$ cat config.mk
export PLATFORM = sky130hd
export DESIGN_NAME = debouncer_multi
export DESIGN_NICKNAME = d
export VERILOG_FILES = /design/src/rtl/debouncer_multi.sv
export SDC_FILE = /design/constraint.sdc
export NUM_CORES = 1
export LEC_CHECK = 0
export ABC_AREA = 1
export ABC_CLOCK_PERIOD_IN_PS = 6100
export CAP_MARGIN = 25
export CORE_ASPECT_RATIO = 1.25
export CORE_UTILIZATION = 55
export CTS_BUF_LIST = sky130_fd_sc_hd__clkbuf_4
export CTS_CLUSTER_SIZE = 14
export DETAILED_ROUTE_END_ITERATION = 10
export PLACE_DENSITY = 0.74
export RECOVER_POWER = 100
export SKIP_CTS_REPAIR_TIMING = 1
export SYNTH_ARGS = -nofsm -noshare
export SYNTH_HDL_FRONTEND = slang
export SYNTH_SLANG_ARGS = --single-unit
$ cat constraint.sdc
create_clock -name clk_i -period 6.1 [get_ports clk_i]
set_clock_uncertainty 0.1 [all_clocks]
set_input_delay 0.915 -clock clk_i [delete_from_list [all_inputs] [get_ports clk_i]]
set_output_delay 0.915 -clock clk_i [all_outputs]
set_load 0.03 [all_outputs]
$ cat src/rtl/debouncer_multi.sv
// Multi-channel switch debouncer: two-flop sync, stable-time filter, press/release ticks
// and long-press detection driven by a shared millisecond prescaler.
module debouncer_multi #(
    parameter int NumCh        = 4,
    parameter int ClkFreq      = 100_000_000,
    parameter int StableTimeUs = 10_000,
    parameter int LongPressMs  = 1000
) (
    input  logic             clk_i,
    input  logic             rst_i,
    input  logic [NumCh-1:0] sw_i,
    output logic [NumCh-1:0] db_level_o,
    output logic [NumCh-1:0] rise_tick_o,
    output logic [NumCh-1:0] fall_tick_o,
    output logic [NumCh-1:0] long_tick_o,
    output logic [NumCh-1:0] long_level_o
);

    localparam int CntMax = (ClkFreq / 1_000_000) * StableTimeUs;
    localparam int CntW   = $clog2(CntMax);
    localparam int PreMax = ClkFreq / 1000;
    localparam int PreW   = $clog2(PreMax);
    localparam int HoldW  = $clog2(LongPressMs + 1);

    localparam logic [CntW-1:0]  CntLast  = CntW'(CntMax - 1);
    localparam logic [PreW-1:0]  PreLast  = PreW'(PreMax - 1);
    localparam logic [HoldW-1:0] HoldMax  = HoldW'(LongPressMs);
    localparam logic [HoldW-1:0] HoldLast = HoldW'(LongPressMs - 1);

    logic [NumCh-1:0] r_sync1;
    logic [NumCh-1:0] r_sync2;
    logic [PreW-1:0]  r_pre;
    logic             w_ms_tick;

    always_ff @(posedge clk_i or posedge rst_i) begin
        if (rst_i) begin
            r_sync1 <= '0;
            r_sync2 <= '0;
        end else begin
            r_sync1 <= sw_i;
            r_sync2 <= r_sync1;
        end
    end

    // Free-running prescaler; its phase is unrelated to any press, hence +0/-1 ms resolution.
    assign w_ms_tick = (r_pre == PreLast);

    always_ff @(posedge clk_i or posedge rst_i) begin
        if (rst_i) begin
            r_pre <= '0;
        end else if (w_ms_tick) begin
            r_pre <= '0;
        end else begin
            r_pre <= r_pre + 1'b1;
        end
    end

    for (genvar n = 0; n < NumCh; n++) begin : g_ch
        logic [CntW-1:0]  r_cnt;
        logic [HoldW-1:0] r_hold;
        logic             r_db;
        logic             r_rise;
        logic             r_fall;
        logic             r_long_tick;
        logic             r_long_lvl;
        logic             w_flip;

        // Synchronised input has disagreed with the level for CntMax consecutive clocks.
        assign w_flip = (r_sync2[n] != r_db) && (r_cnt == CntLast);

        always_ff @(posedge clk_i or posedge rst_i) begin
            if (rst_i) begin
                r_cnt  <= '0;
                r_db   <= 1'b0;
                r_rise <= 1'b0;
                r_fall <= 1'b0;
            end else begin
                r_rise <= 1'b0;
                r_fall <= 1'b0;
                if (r_sync2[n] == r_db) begin
                    r_cnt <= '0;
                end else if (!w_flip) begin
                    r_cnt <= r_cnt + 1'b1;
                end else begin
                    r_db   <= r_sync2[n];
                    r_cnt  <= '0;
                    r_rise <= r_sync2[n];
                    r_fall <= ~r_sync2[n];
                end
            end
        end

        always_ff @(posedge clk_i or posedge rst_i) begin
            if (rst_i) begin
                r_hold      <= '0;
                r_long_tick <= 1'b0;
                r_long_lvl  <= 1'b0;
            end else begin
                r_long_tick <= 1'b0;
                if (!r_db) begin
                    r_hold <= '0;
                end else if (w_ms_tick && (r_hold != HoldMax)) begin
                    r_hold <= r_hold + 1'b1;
                end
                // A release committing on the same clock wins over a long press.
                if (r_db && w_ms_tick && (r_hold == HoldLast) && !w_flip) begin
                    r_long_tick <= 1'b1;
                    r_long_lvl  <= 1'b1;
                end
                if (r_db && w_flip) begin
                    r_long_lvl <= 1'b0;
                end
            end
        end

        assign db_level_o[n]   = r_db;
        assign rise_tick_o[n]  = r_rise;
        assign fall_tick_o[n]  = r_fall;
        assign long_tick_o[n]  = r_long_tick;
        assign long_level_o[n] = r_long_lvl;
    end

endmodule

---- Word-level counts from Yosys, hierarchy flattened ----
Cells that the tools add are included.
word-level totals
  register bits after elaboration ......... 165
  bits of input ports ..................... 6
  output and inout bits ................... 20
  logic and storage cells ................. 154
cells by class
  $add $sub $neg .......................... 9
  equal/unequal tests ..................... 25
  multiplexer cells ....................... 45
  bitwise logic cells ..................... 8
  reduce and logical (&&, ||, !) cells .... 36
operator list
  kind                     count
  $mux W20                 8
  $add A20 B1 Y20 const B  4
  $eq A20 B20 Y1 const B   4
  $mux W10                 8
  $add A10 B1 Y10 const B  4
  $eq A10 B10 Y1 const B   4
  $ne A10 B10 Y1 const B   4
  $mux W1                  28
  $logic_and A1 B1 Y1      24
  $add A17 B1 Y17 const B  1
  $eq A17 B17 Y1 const B   1
  $mux W17                 1
  $ne A2 B1 Y1 const B     4
  $not A1 Y1               8
  $reduce_and A2 Y1        4
  $reduce_bool A2 Y1       4
  $eq A1 B1 Y1             4
  $logic_not A1 Y1         4
  $ne A1 B1 Y1             4

---- Longest topological paths before layout ----
  depth in word-level cells ............... 6
  gate-level depth with buffers ........... 10
  mapped depth without buffers ............ 10

---- Worst setup path before layout ----
No wires, ideal clock.
  kind .................................... reg2out
  start ................................... reg g_ch[2].r_db
  end ..................................... out db_level_o[2]
  data arrival time ....................... 0.583 ns
  required time ........................... 5.085 ns
  setup slack ............................. 4.502 ns
  stages on the path, launching flop included .. 2
  path buffers ............................ 1
  cells stage by stage .................... dfrtp_1 buf_4
RTL lines
  what                    line  text
  start, declared         61    logic r_db;
  start signal, assigned  85    r_db <= r_sync2[n];
  end, declared           12    output logic [NumCh-1:0] db_level_o,
No word-level cell between the ends.

==> flow_metrics.tcl <==
set metrics [dict create \
    critical_path_class "input port to asynchronous set/reset pin" \
    async_flop_share_pct 100 \
    cp_cell_sequence "dlygate4sd3_1 > clkinvlp_2 > clkbuf_2" \
    rsz0062_at_grt "false" \
    io_buffers 25 \
    area_growth_pct 5.82 \
    pin_count 26 \
    synth_top_area_cell "dfrtp_1" \
    powerDensity_nw_per_um2 183 \
    seq_area_frac_synth_pct 44.5 \
    avgSynthCellArea_um2 7.51 \
    cp_slowest_cell "clkinvlp_2" \
    clk_path_buf_depth 2 \
    dp_hpwl_um 12900 \
    status "finished, violations left" \
    die_h_um 147 \
    critPathBufInv 3 \
    pwr-share-comb_pct 2.7 \
    finalSetupViolations 0 \
    start_util_pct 56.8 \
    synth_edf_count 0 \
    final_cell_mix "nand2_1, nor2_1, dfrtp_1" \
    die_w_um 118 \
    relSlewSlack_pct -117 \
    hold_violations 0 \
    final_common_cell "nand2_1" \
    period_minus_slack_ps 3970 \
    synthesis.nets 1254 \
    syn_inst 1235 \
    gp_congestion 0.906 \
    core_region_area_um2 16300 \
    violations "max-capacitance violations, max-slew violations" \
    drive_above_1_share_pct 3.80 \
    setup_tns_ps 0 \
    synth_top_area_share_pct 44.5 \
    syn_area_um2 9270 \
    drt_iter0_drc 519 \
    worst-path-max-fanout 74 \
    switching_power_uw 435 \
    via_count 7611 \
    final_max_slew_viol_count 75 \
    clk_pin_slew_ps 120 \
    max_freq_mhz 252 \
    sequentialPowerShare_pct 62.0 \
    grt_usage_pct 22.5 \
    drt-total-wl_um 18100 \
    hold_path.class "flip-flop to flip-flop" \
    grt_pass1_wl_um 32000 \
    overflow 0 \
    ys_warn_count 0 \
    period_share_pct 65.2 \
    cp-end-kind "asynchronous set/reset pin" \
    synthTopCellsByArea "dfrtp_1, nand2_1, nor2_1" \
    first_pass_iters 5 \
    ant_nets 0 \
    cts-buffers-inserted 17 \
    max_stage_delay_ps 1830 \
    finalNetCount 1269 \
    ys_ff_latch 165 \
    tightest_slew_ps 3230 \
    tritoncts "yes" \
    grt_max_degree 75 \
    p_leak_uw 0.00475 \
    htreeDepth 4 \
    crit_arrival_ps 4420 \
    grt_pass1_vias 7352 \
    p_clk_share_pct 35.3 \
    ir_drop_uv 123 \
    root_buffer "clkbuf_4" \
    max-cap-violations 1 \
    holdWs_ps 264 \
    rows 52 \
    internal_power_uw 1360 \
    synth_top_flop_cell "dfrtp_1" \
    cts.sinks 165 \
    vias_per_cell 5.14 \
    design.die.area_um2 17400 \
    wl_per_cell_um 12.2 \
    antenna_found_initial 1 \
    synth_cell_type_count 35 \
    drcViolationCount 0 \
    start_kind "input port" \
    clock_latency_ps 580 \
    crit_family "buffers and inverters" \
    swShare_pct 24.3 \
    critPathRequiredTime_ps 6540 \
]
## registers in the layout, indices dropped and copies added, names as in the netlist
register / cells
g_ch.r_cnt: 80
g_ch.r_hold: 40
r_pre: 17
g_ch.r_db: 4
g_ch.r_fall: 4
g_ch.r_long_lvl: 4
g_ch.r_long_tick: 4
g_ch.r_rise: 4
r_sync1: 4
r_sync2: 4
## final cells by class
| class | count | area, µm² |
|---|---|---|
| fillers | 1483 | 6520 |
| multi-input cells | 872 | 4250 |
| flip-flops and latches | 165 | 4130 |
| inverters | 167 | 629 |
| well taps | 216 | 270 |
| repair buffers | 27 | 260 |
| clock inverters | 14 | 136 |
| clock buffers | 18 | 135 |
| diodes | 1 | 2.50 |
## kinds of logic (layout without fill, tap and decap cells)
group | count (synthesis) | in the layout | synth area share [%]
XOR/XNOR | 66 | 66 | 6.24
flip-flops | 165 | 165 | 44.5
AND/OR/NAND/NOR | 753 | 753 | 36.0
AO/OA/AOI/OAI | 40 | 40 | 2.50
adder cells (fa/ha/maj) | 13 | 13 | 1.75
buffers and inverters | 198 | 226 | 9.02
other | 0 | 1 | 0
## power groups by stage
stage	Clock [µW]	Sequential [µW]	Combinational, µW
final	632	1110	49.0
after global routing	696	1110	58.3
after floorplan	0	1130	36.0
after CTS	657	1110	53.2
after global placement	0	1130	52.2
after detailed placement	0	1130	52.8
## final timing paths
check	startpoint	to	slack, ps	cells past startpoint
max	rst_i	g_ch[0].r_cnt[2]	2130	3
min	r_sync1[3]	r_sync2[3]	260	0
max reg2reg	r_pre[0]	g_ch[1].r_hold[4]	3270	10
min reg2reg	r_sync1[3]	r_sync2[3]	260	0
max in group clk_i	g_ch[2].r_db	db_level_o[2]	2830	1
min in group asynchronous	rst_i	g_ch[2].r_long_lvl	1610	2
## cells in the mapped netlist (2+ instances only)
cell	instances
nand2_1	286
nor2_1	211
dfrtp_1	165
inv_1	159
nand3_1	142
xor2_1	55
nor3_1	38
nand4_1	30
buf_4	20
o21ai_0	16
nand3b_1	15
ha_1	13
a21oi_1	12
xnor2_1	11
o21bai_1	9
clkbuf_1	7
nor2_2	7
nor2_4	6
inv_2	5
nor3b_1	4
nand2_4	3
or2_2	3
and3_1	2
buf_6	2
clkinv_1	2
nand2_2	2
nor3_2	2
## layer usage
layer | global-route usage [%] | vias up | wire (µm)
met5 | 0 | - | 0
met4 | 10.8 | 0 | 430
met3 | 3.57 | 32 | 472
met2 | 39.6 | 125 | 9060
met1 | 26.7 | 3543 | 8160
li1 | - | 3911 | -
## per-stage QoR
step           power, µW  instance area (µm²)  worst slack, ps  instances  utilization (%)
5_1_grt             1870                 9810             1380       1480             60.1
2_1_floorplan       1160                 9270              623       1235                -
4_1_cts             1820                 9870             2790       1479             60.5
3_3_place_gp        1180                 9600             3450       1447             58.8
6_report            1790                 9810             2130       1480             60.1
3_5_place_dp        1180                 9600             3440       1447             58.8
Power figures use the tool's default switching activity.
